--- config.mk ---
export PLATFORM = sky130hd
export DESIGN_NAME = div_seq_unit_flat
export DESIGN_NICKNAME = d
export VERILOG_FILES = /design/src/rtl/div_seq_unit_if.sv /design/src/rtl/div_seq_unit.sv /design/src/flat_wrapper.sv
export SDC_FILE = /design/constraint.sdc
export NUM_CORES = 1
export LEC_CHECK = 0
export BUFFER_PORTS_ARGS = -buffer_cell sky130_fd_sc_hd__buf_2
export CORE_UTILIZATION = 47
export DETAILED_ROUTE_END_ITERATION = 10
export PLACE_DENSITY_LB_ADDON = 0.2
export SYNTH_ARGS = -nofsm -noshare
export SYNTH_HDL_FRONTEND = slang
export SYNTH_SLANG_ARGS = --single-unit
--- constraint.sdc ---
create_clock -name clk -period 3.35 [get_ports clk]
set_input_delay 0.67 -clock clk [delete_from_list [all_inputs] [get_ports clk]]
set_output_delay 0.67 -clock clk [all_outputs]
set_load 0.1 [all_outputs]
--- src/rtl/div_seq_unit_if.sv ---
// Operand/result bundle between the control unit (master) and the divider (slave).
interface div_seq_unit_if #(
  parameter int WIDTH = 32
);
  logic             start;
  logic [WIDTH-1:0] dividend;
  logic [WIDTH-1:0] divisor;
  logic             busy;
  logic             done;
  logic             div_zero;
  logic [WIDTH-1:0] hi;
  logic [WIDTH-1:0] lo;

  modport master (
    output start, dividend, divisor,
    input  busy, done, div_zero, hi, lo
  );

  modport slave (
    input  start, dividend, divisor,
    output busy, done, div_zero, hi, lo
  );
endinterface

--- src/rtl/div_seq_unit.sv ---
// Sequential signed restoring divider: remainder to HI, quotient to LO, one quotient bit per cycle.
module div_seq_unit #(
  parameter int WIDTH = 32
) (
  input logic          clk,
  input logic          reset,
  div_seq_unit_if.slave bus
);
  localparam int CW = $clog2(WIDTH);

  typedef enum logic [1:0] {IDLE, ITER, SIGN, ZERO} state_t;

  state_t           r_state;
  logic             r_signPub;
  logic [CW-1:0]    r_cnt;
  logic [WIDTH-1:0] r_rem;
  logic [WIDTH-1:0] r_quo;
  logic [WIDTH-1:0] r_dvsr;
  logic             r_sgnDvd;
  logic             r_sgnDvs;
  logic [WIDTH-1:0] r_hi;
  logic [WIDTH-1:0] r_lo;
  logic             r_busy;
  logic             r_done;
  logic             r_divZero;

  logic [WIDTH:0]   w_remSh;
  logic [WIDTH:0]   w_trial;
  logic [WIDTH-1:0] w_absDvd;
  logic [WIDTH-1:0] w_absDvs;

  // Trial subtraction is one bit wider so its MSB is the borrow (trial negative).
  always_comb begin
    w_remSh  = {r_rem, r_quo[WIDTH-1]};
    w_trial  = w_remSh - {1'b0, r_dvsr};
    w_absDvd = bus.dividend[WIDTH-1] ? -bus.dividend : bus.dividend;
    w_absDvs = bus.divisor[WIDTH-1]  ? -bus.divisor  : bus.divisor;
  end

  always_ff @(posedge clk) begin
    if (reset) begin
      r_state   <= IDLE;
      r_signPub <= 1'b0;
      r_cnt     <= '0;
      r_rem     <= '0;
      r_quo     <= '0;
      r_dvsr    <= '0;
      r_sgnDvd  <= 1'b0;
      r_sgnDvs  <= 1'b0;
      r_hi      <= '0;
      r_lo      <= '0;
      r_busy    <= 1'b0;
      r_done    <= 1'b0;
      r_divZero <= 1'b0;
    end else begin
      r_done    <= 1'b0;
      r_divZero <= 1'b0;
      case (r_state)
        IDLE: begin
          if (bus.start) begin
            r_busy <= 1'b1;
            if (bus.divisor == '0) begin
              r_state <= ZERO;
            end else begin
              r_quo     <= w_absDvd;
              r_dvsr    <= w_absDvs;
              r_sgnDvd  <= bus.dividend[WIDTH-1];
              r_sgnDvs  <= bus.divisor[WIDTH-1];
              r_rem     <= '0;
              r_cnt     <= CW'(WIDTH - 1);
              r_signPub <= 1'b0;
              r_state   <= ITER;
            end
          end
        end
        ITER: begin
          r_rem <= w_trial[WIDTH] ? w_remSh[WIDTH-1:0] : w_trial[WIDTH-1:0];
          r_quo <= {r_quo[WIDTH-2:0], ~w_trial[WIDTH]};
          r_cnt <= r_cnt - CW'(1);
          if (r_cnt == '0) begin
            r_state <= SIGN;
          end
        end
        // First SIGN cycle applies the signs in place; second publishes them with done.
        SIGN: begin
          if (!r_signPub) begin
            r_quo     <= (r_sgnDvd ^ r_sgnDvs) ? -r_quo : r_quo;
            r_rem     <= r_sgnDvd ? -r_rem : r_rem;
            r_signPub <= 1'b1;
          end else begin
            r_lo      <= r_quo;
            r_hi      <= r_rem;
            r_done    <= 1'b1;
            r_busy    <= 1'b0;
            r_signPub <= 1'b0;
            r_state   <= IDLE;
          end
        end
        ZERO: begin
          r_done    <= 1'b1;
          r_divZero <= 1'b1;
          r_busy    <= 1'b0;
          r_state   <= IDLE;
        end
        default: begin
          r_state <= IDLE;
          r_busy  <= 1'b0;
        end
      endcase
    end
  end

  assign bus.busy     = r_busy;
  assign bus.done     = r_done;
  assign bus.div_zero = r_divZero;
  assign bus.hi       = r_hi;
  assign bus.lo       = r_lo;
endmodule

--- src/flat_wrapper.sv ---
// flat-port wrapper written by rule: the top's interface ports become plain ports
module div_seq_unit_flat 
#(
  parameter int WIDTH = 32
)
  (clk, reset, bus_start, bus_dividend, bus_divisor, bus_busy, bus_done, bus_div_zero, bus_hi, bus_lo);
  div_seq_unit_if #(.WIDTH(WIDTH)) bus_i ();
  input logic clk;
  input logic reset;
  input wire logic [$bits(bus_i.start)-1:0] bus_start;
  input wire logic [$bits(bus_i.dividend)-1:0] bus_dividend;
  input wire logic [$bits(bus_i.divisor)-1:0] bus_divisor;
  output wire logic [$bits(bus_i.busy)-1:0] bus_busy;
  output wire logic [$bits(bus_i.done)-1:0] bus_done;
  output wire logic [$bits(bus_i.div_zero)-1:0] bus_div_zero;
  output wire logic [$bits(bus_i.hi)-1:0] bus_hi;
  output wire logic [$bits(bus_i.lo)-1:0] bus_lo;
  assign bus_i.start = bus_start;
  assign bus_i.dividend = bus_dividend;
  assign bus_i.divisor = bus_divisor;
  assign bus_busy = bus_i.busy;
  assign bus_done = bus_i.done;
  assign bus_div_zero = bus_i.div_zero;
  assign bus_hi = bus_i.hi;
  assign bus_lo = bus_i.lo;
  div_seq_unit #(.WIDTH(WIDTH)) u_core (.clk(clk), .reset(reset), .bus(bus_i));
endmodule
# Word-level counts from Yosys, hierarchy flattened
# Cells that the tools add are included.
# Widths: inputs -> output; s select.
[op_classes] n_mux=31 shifts=0 eq_ne=10 n_div=0 n_bitwise=3 mul=0 n_reduce_logical=15 n_addsub=6 order_cmp=0
[op_table] operator="$mux 32" count=11
[op_table] operator="$pmux 32 s3" count=2
[op_table] operator="$neg 32->32" count=4
[op_table] operator="$sub 33x32->33" count=1
[op_table] operator="$logic_not 32->1" count=1
[op_table] operator="$reduce_and 3->1" count=5
[op_table] operator="$mux 5" count=2
[op_table] operator="$pmux 5 s2" count=1
[op_table] operator="$reduce_and 5->1" count=2
[op_table] operator="$mux 2" count=4
[op_table] operator="$ne 2x1->1 const B" count=4
[op_table] operator="$pmux 2 s4" count=1
[op_table] operator="$mux 1" count=7
[op_table] operator="$ne 2x2->1 const B" count=3
[op_table] operator="$reduce_bool 3->1" count=2
[op_table] operator="$logic_not 5->1" count=1
[op_table] operator="$sub 5x1->5 const B" count=1
[op_table] operator="$eq 2x2->1 const B" count=2
[op_table] operator="$pmux 1 s2" count=2
[op_table] operator="$reduce_bool 2->1" count=2
[op_table] operator="$pmux 1 s3" count=1
[op_table] operator="$eq 2x1->1 const B" count=1
[op_table] operator="$logic_not 2->1" count=1
[op_table] operator="$not 1->1" count=2
[op_table] operator="other kinds (2)" count=2
[word_totals] ramBits=0 out_inout_bits=67 memories=0 inputBits=67 elab_cells=78 reg_bits=173 latch_bits=0 mem_bits_ro=0

# Depth between registers and ports, before layout
# Gate-level depths: netlist of run 1.
[logic_depth] word_depth=5 depth_mapped=15 depth_no_buf=12

# Least setup slack after synthesis of run 1
# Ideal clock, no wire load.
[synth_timing] path_kind="input port to flip-flop" start="input port bus_divisor[4]" end="register u_core.r_quo[0]" path_buffers=3 setup_slack_ps=-162 arrival_ps=3408 t_required_ps=3247 cell_stages=12 setup_time_ps=103 cell_sequence="or4_4 > or4_1 > or4_1 > buf_2 > o21a_4 > nand2b_4 > buf_6 > and3b_1 > buf_6 > o211ai_2 > a21oi_2 > a2111oi_2"
[synth_via] elab_chain_len=3
[synth_rtl] element="start, declared" line_no="flat_wrapper.sv:12" rtl="input wire logic [$bits(bus_i.divisor)-1:0] bus_divisor;"
[synth_rtl] element="$logic_not 32->1" line_no="div_seq_unit.sv:62" rtl="if (bus.divisor == '0) begin"
[synth_rtl] element="$ne 2x2->1 (no source line)"
[synth_rtl] element="$reduce_and 5->1 (no source line)"
[synth_rtl] element="end signal, assigned" line_no="div_seq_unit.sv:65" rtl="r_quo <= w_absDvd;"
[synth_rtl] element="end signal, assigned" line_no="div_seq_unit.sv:78" rtl="r_quo <= {r_quo[WIDTH-2:0], ~w_trial[WIDTH]};"
[synth_rtl] element="end signal, assigned" line_no="div_seq_unit.sv:87" rtl="r_quo <= (r_sgnDvd ^ r_sgnDvs) ? -r_quo : r_quo;"
[synth_rtl] element="end, declared" line_no="div_seq_unit.sv:17" rtl="logic [WIDTH-1:0] r_quo;"
# No other way between the ends.
# A chain may end at the register's enable or synchronous reset.

# Final worst setup path of run 1
[layout_timing] start="input port bus_dividend[4]" end="register u_core.r_quo[27]"
[layout_via] elab_chain_len=5
[layout_rtl] element="start, declared" line_no="flat_wrapper.sv:11" rtl="input wire logic [$bits(bus_i.dividend)-1:0] bus_dividend;"
[layout_rtl] element="$neg 32->32" line_no="div_seq_unit.sv:36" rtl="w_absDvd = bus.dividend[WIDTH-1] ? -bus.dividend : bus.dividend;"
[layout_rtl] element="$mux 32" line_no="div_seq_unit.sv:36"
[layout_rtl] element="$mux 32" line_no="div_seq_unit.sv:62"
[layout_rtl] element="$mux 32" line_no="div_seq_unit.sv:60" rtl="if (bus.start) begin"
[layout_rtl] element="$pmux 32 s3" line_no="div_seq_unit.sv:58" rtl="case (r_state)"
# No other way between the ends. The select of a mux whose other input is x is not followed.

==> results_dict.tcl, run 1 <==
set metrics [dict create \
    setup_viol 0 \
    grt_max_degree 84 \
    drt_iter0_drc 1065 \
    io_buffers 133 \
    rows 57 \
    r2r_cells 12 \
    clk_pin_slew_ns 0.07 \
    firstDrtPassIters 5 \
    path_class "primary input to flop" \
    synthCells 1616 \
    die_h_um 159.5 \
    hp-class "flop to flop" \
    clockBufferDepth 2 \
    coreArea_mm2 0.02432 \
    drtAntennaViolNets 0 \
    areaGrowthSynthToFinish_pct 19.66 \
    yosysSeqAreaShare_pct 29.69 \
    grt_pass1_wl_um 56880 \
    clock_latency_ns 0.44 \
    clock-root-buffer "clkbuf_16" \
    holdWs_ns 0.4510 \
    r2r-start "u_core.r_quo[31]" \
    cts_buffers 17 \
    cp-end-kind "flop" \
    startpoint_type "primary input" \
    gp_congestion 0.9055 \
    avgSynthCellArea_um2 7.218 \
    synth_top_cell_area_share_pct 29.69 \
    grt_usage_pct 27.41 \
    pwr_density_cell_mw_per_mm2 624.1 \
    cts_tree "yes" \
    crit_start "bus_dividend[4]" \
    cp.required_ns 3.69 \
    diodes 0 \
    synthDistinctLibCells 72 \
    synth-edff-count 0 \
    drc 0 \
    worstPathMaxFanout 2 \
    drt-total-wl_um 34990 \
    power.leakage_nw 5.661 \
    io_pins 134 \
    start_util_pct 47.96 \
    synth_warnings 0 \
    nFillCells 2364 \
    fin_crit_ns 3.311 \
    ys_async_sr_fraction_pct 0 \
    cts.htree.levels 4 \
    rsz0062_at_grt "yes" \
    drive_above_1_share_pct 17.54 \
    dieWidth_um 159.5 \
    via_count 12245 \
    die_area_mm2 0.02545 \
    ir_drop_v 0.0002980 \
    ys_ff_latch 173 \
    worstSetupEndpoint "u_core.r_quo[27]" \
    r2r-end "u_core.r_rem[29]" \
    final_max_slew_viol_count 0 \
    slew_headroom_pct 57.07 \
    nets 1893 \
    globalRouteOverflowTotal 0 \
    fin_skew_ns 0.01300 \
    total_power_mw 8.711 \
    hold_depth 2 \
    clock-sinks 173 \
    syn-num-nets 1726 \
    synth.area.top_cells "dfxtp_1 (30%), nand2_1 (8.6%), a21oi_1 (8.1%), ha_1 (4.5%), nor2_1 (4.3%)" \
    drv_cap 0 \
    hpwl_um 25570 \
    grt_pass1_vias 11025 \
    fin_crit_sh_pct 98.83 \
    syn_area_mm2 0.01166 \
    synth_area_leader_cell "dfxtp_1" \
    ys.flop_type "dfxtp_1" \
    reg2reg_slack_ns 0.10 \
    antenna_found_initial 0 \
    status "finished, final reports clean" \
    arrival_ns 3.65 \
    fmax_mhz 302.0 \
    hold_viol 0 \
    via_per_inst 5.776 \
    tightest_slew_ns 0.6440 \
    avgRoutedWirePerCell_um 16.51 \
]
==> per-layer routing <==
layer  GRT usage (%)  share of wire [%]  vias to the layer above
met4           7.168                1.4                        0
met2           40.89                 43                      461
met1           41.09                 48                     5646
li1                -                  -                     6100
met3           3.569                7.6                       38
met5               0                  0                        -
==> worst max-delay path: stages <==
cell and delay, ns:
buf_2 0.10, or4_1 0.58, nor4_2 0.32, buf_4 0.17
nand4_1 0.15, or3_1 0.37, or4_1 0.44, buf_4 0.16
o21ai_0 0.18, xnor2_1 0.14, nor2_1 0.06, o41ai_2 0.30
==> repair_timing <==
| action | in CTS | in global routing |
|---|---|---|
| hold buffers | 0 | 0 |
| gates resized for setup | 0 | 5 |
| endpoints found under the setup margin | 0 | 8 |
| buffers inserted | 0 | 1 |
==> cell families (layout without fill, tap and decap cells) <==
| logic type | after synthesis | after routing | share of synthesized area (%) |
|---|---|---|---|
| multiplexers | 24 | 24 | 2.070 |
| adder cells (fa/ha/maj) | 43 | 43 | 4.677 |
| AO/OA/AOI/OAI | 505 | 505 | 27.02 |
| flip-flops | 173 | 173 | 29.69 |
| AND/OR/NAND/NOR | 604 | 604 | 23.75 |
| XOR/XNOR | 93 | 93 | 6.984 |
| buffers and inverters | 174 | 354 | 5.803 |
==> through the flow <==
stage | cell area (um^2) | TNS [ns] | utilization (%) | setup WS (ns) | instances
floorplan | 11690 | -1.914 | - | -0.1618 | 1616
global placement | 13320 | -17.41 | 54.78 | -0.3075 | 2087
detailed placement | 13320 | -21.53 | 54.78 | -0.3381 | 2087
CTS | 13920 | 0 | 57.26 | 0.05921 | 2119
global route | 13960 | -0.1871 | 57.39 | -0.08510 | 2120
finish | 13960 | 0 | 57.39 | 0.03909 | 2120
==> Yosys cell counts (15+ instances only) <==
cell type and number:
clkbuf_1 94, nor3_1 39, dfxtp_1 173, mux2i_1 23
nor2_1 133, o22ai_1 20, inv_1 68, ha_1 42
o211ai_1 28, xor2_1 40, o31ai_1 20, nand2_1 266
nand3_1 36, and3_1 15, xnor2_1 53, a21o_1 18
a21oi_1 188, a211oi_1 40, o21ai_0 99, or3_1 19
==> how the worst min path moves through the flow <==
stage	startpoint	endpoint	slack, ns
CTS	u_core.bus.hi[7]	u_core.bus.hi[7]	0.45
detailed placement	u_core.bus.hi[7]	u_core.bus.hi[7]	0.44
floorplan	u_core.r_dvsr[30]	u_core.r_dvsr[30]	0.43
global route	u_core.bus.hi[26]	u_core.bus.hi[26]	0.47
finish	u_core.bus.hi[26]	u_core.bus.hi[26]	0.45
global placement	u_core.bus.hi[7]	u_core.bus.hi[7]	0.44
==> layout by cell type, fill, tap and decap left out, drive strengths merged, types with 12 or more instances in the layout <==
cell	n
nand2	266
buf	254
a21oi	190
dfxtp	173
nor2	133
o21ai	99
inv	76
xnor2	53
ha	42
a211oi	40
xor2	40
nor3	39
nand3	36
o211ai	29
mux2i	23
o31ai	20
o22ai	20
or3	19
clkbuf	19
a21o	18
and3	15
nand2b	15
or4	15
a31oi	12
==> where the power goes <==
| group | switching (mW) | internal [mW] |
|---|---|---|
| clock network | 0.980 | 1.10 |
| logic | 2.40 | 1.55 |
| registers | 0.333 | 2.34 |
==> state kept, by name, summed over array words and instances, names as in the netlist <==
| register | count |
|---|---|
| u_core.bus.hi | 32 |
| u_core.bus.lo | 32 |
| u_core.r_dvsr | 32 |
| u_core.r_quo | 32 |
| u_core.r_rem | 32 |
| u_core.r_cnt | 5 |
| u_core.r_state | 2 |
| u_core.bus.busy | 1 |
| u_core.bus.div_zero | 1 |
| u_core.bus.done | 1 |
| u_core.r_sgnDvd | 1 |
| u_core.r_sgnDvs | 1 |
| u_core.r_signPub | 1 |
==> layout make-up <==
class                   count  area, um^2  area share, %
inverters                  68       255.2          1.829
clock buffers              19       452.9          3.245
well taps                 324       405.4          2.905
clock inverters            13       148.9          1.067
multi-input cells        1269        7567          54.22
repair buffers            254        1664          11.92
flip-flops and latches    173        3463          24.81
Note: power is estimated with default switching activity, not from simulation.
==> inputs of run 2 (changes only) <==
--- a/config.mk
+++ b/config.mk
@@ -5,6 +5,7 @@
 export SDC_FILE = /design/constraint.sdc
 export NUM_CORES = 1
 export LEC_CHECK = 0
+export ABC_AREA = 1
 export BUFFER_PORTS_ARGS = -buffer_cell sky130_fd_sc_hd__buf_2
 export CORE_UTILIZATION = 47
 export DETAILED_ROUTE_END_ITERATION = 10
==> run 2 against run 1 <==
Compared with the run above:
- sequential power decreased by 1%
- power increased by 2.8%
- via count increased by 22%
- clock power about the same
- cell area increased by 7.0%
- final cell count increased by 29%
- sequential share of layout area decreased by 1.6 points
- register-to-register slack improved by 0.33 ns
- synthesized cell count increased by 39%
- count of clock-buffer cells in the layout decreased by 2
- non-clock buffer count decreased by 105
==> results_dict.tcl, run 2 <==
set metrics [dict create \
    status "finished, final reports clean" \
    grt_pass1_vias 13179 \
    crit_top_cell "nand2_1" \
    path_class "flop to flop" \
    worstHoldStart "u_core.r_dvsr[2]" \
    areaGrowthSynthToFinish_pct 11.38 \
    fin_crit_ns 2.916 \
    drv_cap 0 \
    postLayoutCellArea_mm2 0.01494 \
    startpoint_type "flop" \
    synth_area_leader_cell "dfxtp_1" \
    clk_pin_slew_ns 0.08 \
    synth-edff-count 0 \
    clock-sinks 173 \
    ys_async_sr_fraction_pct 0 \
    final_max_slew_viol_count 0 \
    rows 61 \
    worstPathMaxFanout 23 \
    nFillCells 3012 \
    arrival_ns 3.21 \
    holdWs_ns 0.4730 \
    ir_drop_v 0.0004622 \
    synthCells 2252 \
    fin_crit_sh_pct 87.05 \
    grt.busiest_layer "met2" \
    yosysSeqAreaShare_pct 25.83 \
    post-cts-setup-buffer-count 0 \
    die_area_mm2 0.02921 \
    r2r_cells 19 \
    coreArea_mm2 0.02793 \
    gp_congestion 1.016 \
    via_per_inst 5.489 \
    io_pins 134 \
    final_cell_count_no_fill 2727 \
    met2_usage_pct 48.00 \
    drtAntennaViolNets 0 \
    synth.area.top_cells "dfxtp_1 (26%), nand2_1 (17%), inv_1 (8.9%), a21oi_1 (7.4%), nand3_1 (7.2%)" \
    path_cells "inv_1 -> ha_1 -> fa_1 -> inv_1 -> nand2_1 -> nand2_1 -> nand3_1 -> nand2_2 -> nand2_2 -> nand2_4 -> nand2_4 -> nand2_4 -> nand2_4 -> nand2_4 -> nand2_1 -> nand2_1 -> nand2_1 -> nand2_1 -> a21oi_1" \
    setup_viol 0 \
    io_buffers 133 \
    synth_warnings 0 \
    dpl_cell_area_mm2 0.01430 \
    cts.htree.levels 4 \
    synthDistinctLibCells 47 \
    drive_above_1_share_pct 11.96 \
    hp-class "flop to flop" \
    cp_slowest_stage_delay_ns 0.41 \
    cp.depth 19 \
    clock_latency_ns 0.45 \
    r2r-start "u_core.r_quo[31]" \
    cp.required_ns 3.65 \
    final_common_cell "nand2_1" \
    grt_max_degree 99 \
    clockBufferDepth 2 \
    dieWidth_um 170.9 \
    fmax_mhz 342.9 \
    start_util_pct 48.00 \
    crit_start "u_core.r_quo[31]" \
    nets 2446 \
    clock-root-buffer "clkbuf_16" \
    via_count 14969 \
    r2r-end "u_core.r_rem[31]" \
    slowest_stage "fa_1" \
    netlist_top_cells_count "nand2_1 (594), inv_1 (317), a21oi_1 (198)" \
    hpwl_um 34780 \
    grt_usage_pct 31.32 \
    grt_use_met3_pct 3.701 \
    syn-num-nets 2362 \
    die_h_um 170.9 \
    grt_pass1_wl_um 70850 \
    firstDrtPassIters 6 \
    fin_skew_ns 0.02071 \
    mostFrequentLayoutCells "nand2_1 (594), inv_1 (317), a21oi_1 (198)" \
    placedCellCount 2695 \
    ys.flop_type "dfxtp_1" \
    drt_iter0_drc 1457 \
    tightest_slew_ns 0.7921 \
    worstSetupEndpoint "u_core.r_rem[31]" \
    cts_repair_resize_count 0 \
    antenna_found_initial 0 \
    pwr_density_cell_mw_per_mm2 599.3 \
    drc 0 \
    cts_buffers 17 \
    avgRoutedWirePerCell_um 16.62 \
    synth_top_cell_area_share_pct 25.83 \
    drt-total-wl_um 45310 \
    syn_area_mm2 0.01341 \
    ys_ff_latch 173 \
    reg2reg_slack_ns 0.43 \
    diodes 0 \
    power.leakage_nw 7.681 \
    worst-path-buf-inv 2 \
    rsz0062_at_grt "no" \
    slew_headroom_pct 47.12 \
    postCtsHoldBufs 0 \
    hold_viol 0 \
    critPathTopFamily "simple AND/OR/NAND/NOR gates" \
    cp-end-kind "flop" \
    globalRouteOverflowTotal 0 \
    yosys.cell_count.top_type "nand2_1" \
    finalSetupTns_ns 0 \
    cts_tree "yes" \
    avgSynthCellArea_um2 5.954 \
    met1_usage_pct 45.26 \
]
run 2: routing by layer:
metal / part of all wire, % / vias to the layer above
met5: 0 / -
met4: 2.8 / 0
met3: 7.4 / 73
met1: 47 / 6849
li1: - / 7455
met2: 43 / 592
run 2: per-stage QoR:
stage               setup slack [ns]  util, %  total power [mW]
floorplan                      1.040        -             5.606
global placement              0.4252    51.20             6.721
detailed placement            0.3670    51.20             6.766
CTS                           0.4756    53.47             8.870
global route                  0.1552    53.47             9.551
finish                        0.4337    53.47             8.951
run 2: layout make-up:
cell class / count / area [um^2] / share of cell area [%]
clock inverters: 15 / 209.0 / 1.399
repair buffers: 149 / 798.3 / 5.345
clock buffers: 17 / 425.4 / 2.848
well taps: 378 / 473.0 / 3.167
multi-input cells: 1647 / 8259 / 55.30
flip-flops and latches: 173 / 3463 / 23.19
inverters: 348 / 1308 / 8.754
run 2: logic make-up after synthesis:
family / count (synthesis) / synth area share (%)
fa+ha+maj: 43 / 4.068
buf+inv: 432 / 12.62
xor+xnor: 53 / 3.462
simple gates: 1090 / 35.67
flops: 173 / 25.83
compound gates: 461 / 18.35
run 2: where the power goes:
group          switching (mW)  total, mW  internal (mW)
logic                    3.08       4.20           1.12
registers               0.263       2.64           2.37
clock network            1.07       2.11           1.04
run 2: how the worst min path moves through the flow:
stage | end | cells past startpoint
floorplan | u_core.r_cnt[0] | 1
global placement | u_core.r_cnt[0] | 1
detailed placement | u_core.r_dvsr[2] | 2
CTS | u_core.r_dvsr[2] | 2
global route | u_core.r_dvsr[2] | 2
finish | u_core.r_dvsr[2] | 2
run 2: worst min-delay path, cell delays in order, from the launching register on:
cell and delay (ns):
dfxtp_1 0.30, inv_1 0.07, a21oi_1 0.06
==> inputs of run 3 (changes only) <==
==> constraint.sdc (replaced) <==
create_clock -name clk -period 3.4 [get_ports clk]
set_input_delay 0.68 -clock clk [delete_from_list [all_inputs] [get_ports clk]]
set_output_delay 0.68 -clock clk [all_outputs]
set_load 0.1 [all_outputs]
==> run 3 against run 2 <==
Compared with the run above:
- sequential share of layout area rose by 0.076 points
- wire length fell by 0.26%
- cell area fell by 0.33%
- combinational power fell by 1%
- via count fell by 0.29%
- register-to-register slack improved by 0.10 ns
- global-route usage fell by 0.19 points
- critical path depth did not move
- clock skew fell by 0.0091 ns
- count of clock-buffer cells in the layout rose by 1
- critical endpoint is now u_core.r_rem[21]
- largest cell class unchanged
==> results_dict.tcl, run 3 (synthesis results as in run 2) <==
set metrics [dict create \
    grt_pass1_vias 13131 \
    cts.htree.levels 4 \
    areaGrowthSynthToFinish_pct 11.02 \
    clock_latency_ns 0.45 \
    io_pins 134 \
    startpoint_type "flop" \
    avgRoutedWirePerCell_um 16.57 \
    globalRouteOverflowTotal 0 \
    drive_above_1_share_pct 11.92 \
    via_per_inst 5.473 \
    p_sw_share_pct 47.96 \
    multi_input_area_mm2 0.008259 \
    drt-total-wl_um 45190 \
    rsz0062_at_grt "no" \
    cts_tree "yes" \
    power.leakage_nw 7.664 \
    cp-end-kind "flop" \
    die_h_um 170.9 \
    fin_crit_sh_pct 84.31 \
    drv_cap 0 \
    pwr_density_cell_mw_per_mm2 587.4 \
    firstDrtPassIters 8 \
    rows 61 \
    pwr-share-clk_pct 22.7 \
    cts_repair_resize_count 0 \
    post-cts-setup-buffer-count 0 \
    nets 2446 \
    hpwl_um 34750 \
    arrival_ns 3.17 \
    postCtsHoldBufs 0 \
    p_comb_share_pct 47.6 \
    ir_drop_v 0.0004536 \
    diodes 0 \
    dieWidth_um 170.9 \
    start_util_pct 48.00 \
    coreArea_mm2 0.02793 \
    cp.required_ns 3.70 \
    drtAntennaViolNets 0 \
    clock-root-buffer "clkbuf_16" \
    grt_max_degree 105 \
    p_sw_mw 4.193 \
    finalSetupTns_ns 0 \
    post-route-util_pct 53.29 \
    final_max_slew_viol_count 0 \
    fin_crit_ns 2.867 \
    drc 0 \
    io_buffers 133 \
    fin_skew_ns 0.01157 \
    total_power_mw 8.744 \
    grt_pass1_wl_um 70730 \
    status "finished, final reports clean" \
    drt_iter0_drc 1629 \
    die_area_mm2 0.02921 \
    mostFrequentLayoutCells "nand2_1 (594), inv_1 (317), a21oi_1 (198)" \
    clockBufferDepth 2 \
    clock-sinks 173 \
    hp-class "flop to flop" \
    worstPathMaxFanout 23 \
    clk_pin_slew_ns 0.07 \
    nFillCells 2983 \
    gp_congestion 1.006 \
    setup_viol 0 \
    path_class "flop to flop" \
    hold_viol 0 \
    antenna_found_initial 0 \
    grt_usage_pct 31.13 \
    cts_buffers 17 \
    via_count 14925 \
    final_common_cell "nand2_1" \
    tightest_slew_ns 0.8795 \
    fmax_mhz 348.9 \
    internal_power_mw 4.551 \
    regArea_mm2 0.003463 \
    slew_headroom_pct 41.18 \
    pwr-share-seq_pct 29.8 \
]
## run 3: worst max-delay path: stages, from the launching register on
cell and delay (ns):
dfxtp_1 0.37, inv_1 0.10, ha_1 0.23, fa_1 0.41, inv_1 0.09, nand2_1 0.05
nand2_1 0.07, nand3_1 0.08, nand2_2 0.14, nand2_2 0.08, nand2_4 0.08, nand2_4 0.07
nand2_4 0.08, nand2_4 0.16, nand2_4 0.32, nand2_1 0.12, nand3_1 0.09, nand2_1 0.06
nand2_1 0.07, a21oi_2 0.05
## run 3: metrics by stage
step | hold slack (ns) | setup WS (ns) | instances | area, um^2
6_report | 0.4639 | 0.5335 | 2727 | 14890
5_1_grt | 0.4840 | 0.2925 | 2727 | 14890
2_1_floorplan | 0.4314 | 1.090 | 2252 | 13410
3_3_place_gp | 0.4482 | 0.4526 | 2695 | 14300
3_5_place_dp | 0.4528 | 0.3606 | 2695 | 14300
4_1_cts | 0.4637 | 0.5613 | 2727 | 14890
## run 3: path summary, 6_finish.rpt
| path | startpoint | endpoint | slack [ns] | cells after the start |
|---|---|---|---|---|
| setup / recovery | u_core.r_quo[31] | u_core.r_rem[21] | 0.53 | 19 |
| hold / removal | u_core.r_dvsr[2] | u_core.r_dvsr[2] | 0.46 | 2 |
| setup reg to reg | u_core.r_quo[31] | u_core.r_rem[21] | 0.53 | 19 |
| hold reg to reg | u_core.r_dvsr[2] | u_core.r_dvsr[2] | 0.46 | 2 |
## run 3: final cells by class
type                    instances  area share (%)
flip-flops and latches        173           23.26
clock inverters                14           1.051
clock buffers                  18           2.883
inverters                     348           8.783
multi-input cells            1647           55.48
well taps                     378           3.177
repair buffers                149           5.362
## run 3: power groups by stage
stage / clock network [mW] / registers, mW / logic (mW)
detailed placement: 0 / 2.63 / 4.04
CTS: 2.01 / 2.59 / 4.06
floorplan: 0 / 2.74 / 2.79
global placement: 0 / 2.62 / 4.00
global route: 2.09 / 2.64 / 4.58
finish: 1.98 / 2.60 / 4.16
## run 3: metal layers
layer	GRT usage (%)	wire, um	up-vias
met1	44.83	21440	6815
li1	-	-	7466
met3	4.071	3086	70
met2	48.06	19620	574
met5	0	0	-
met4	9.161	1046	0
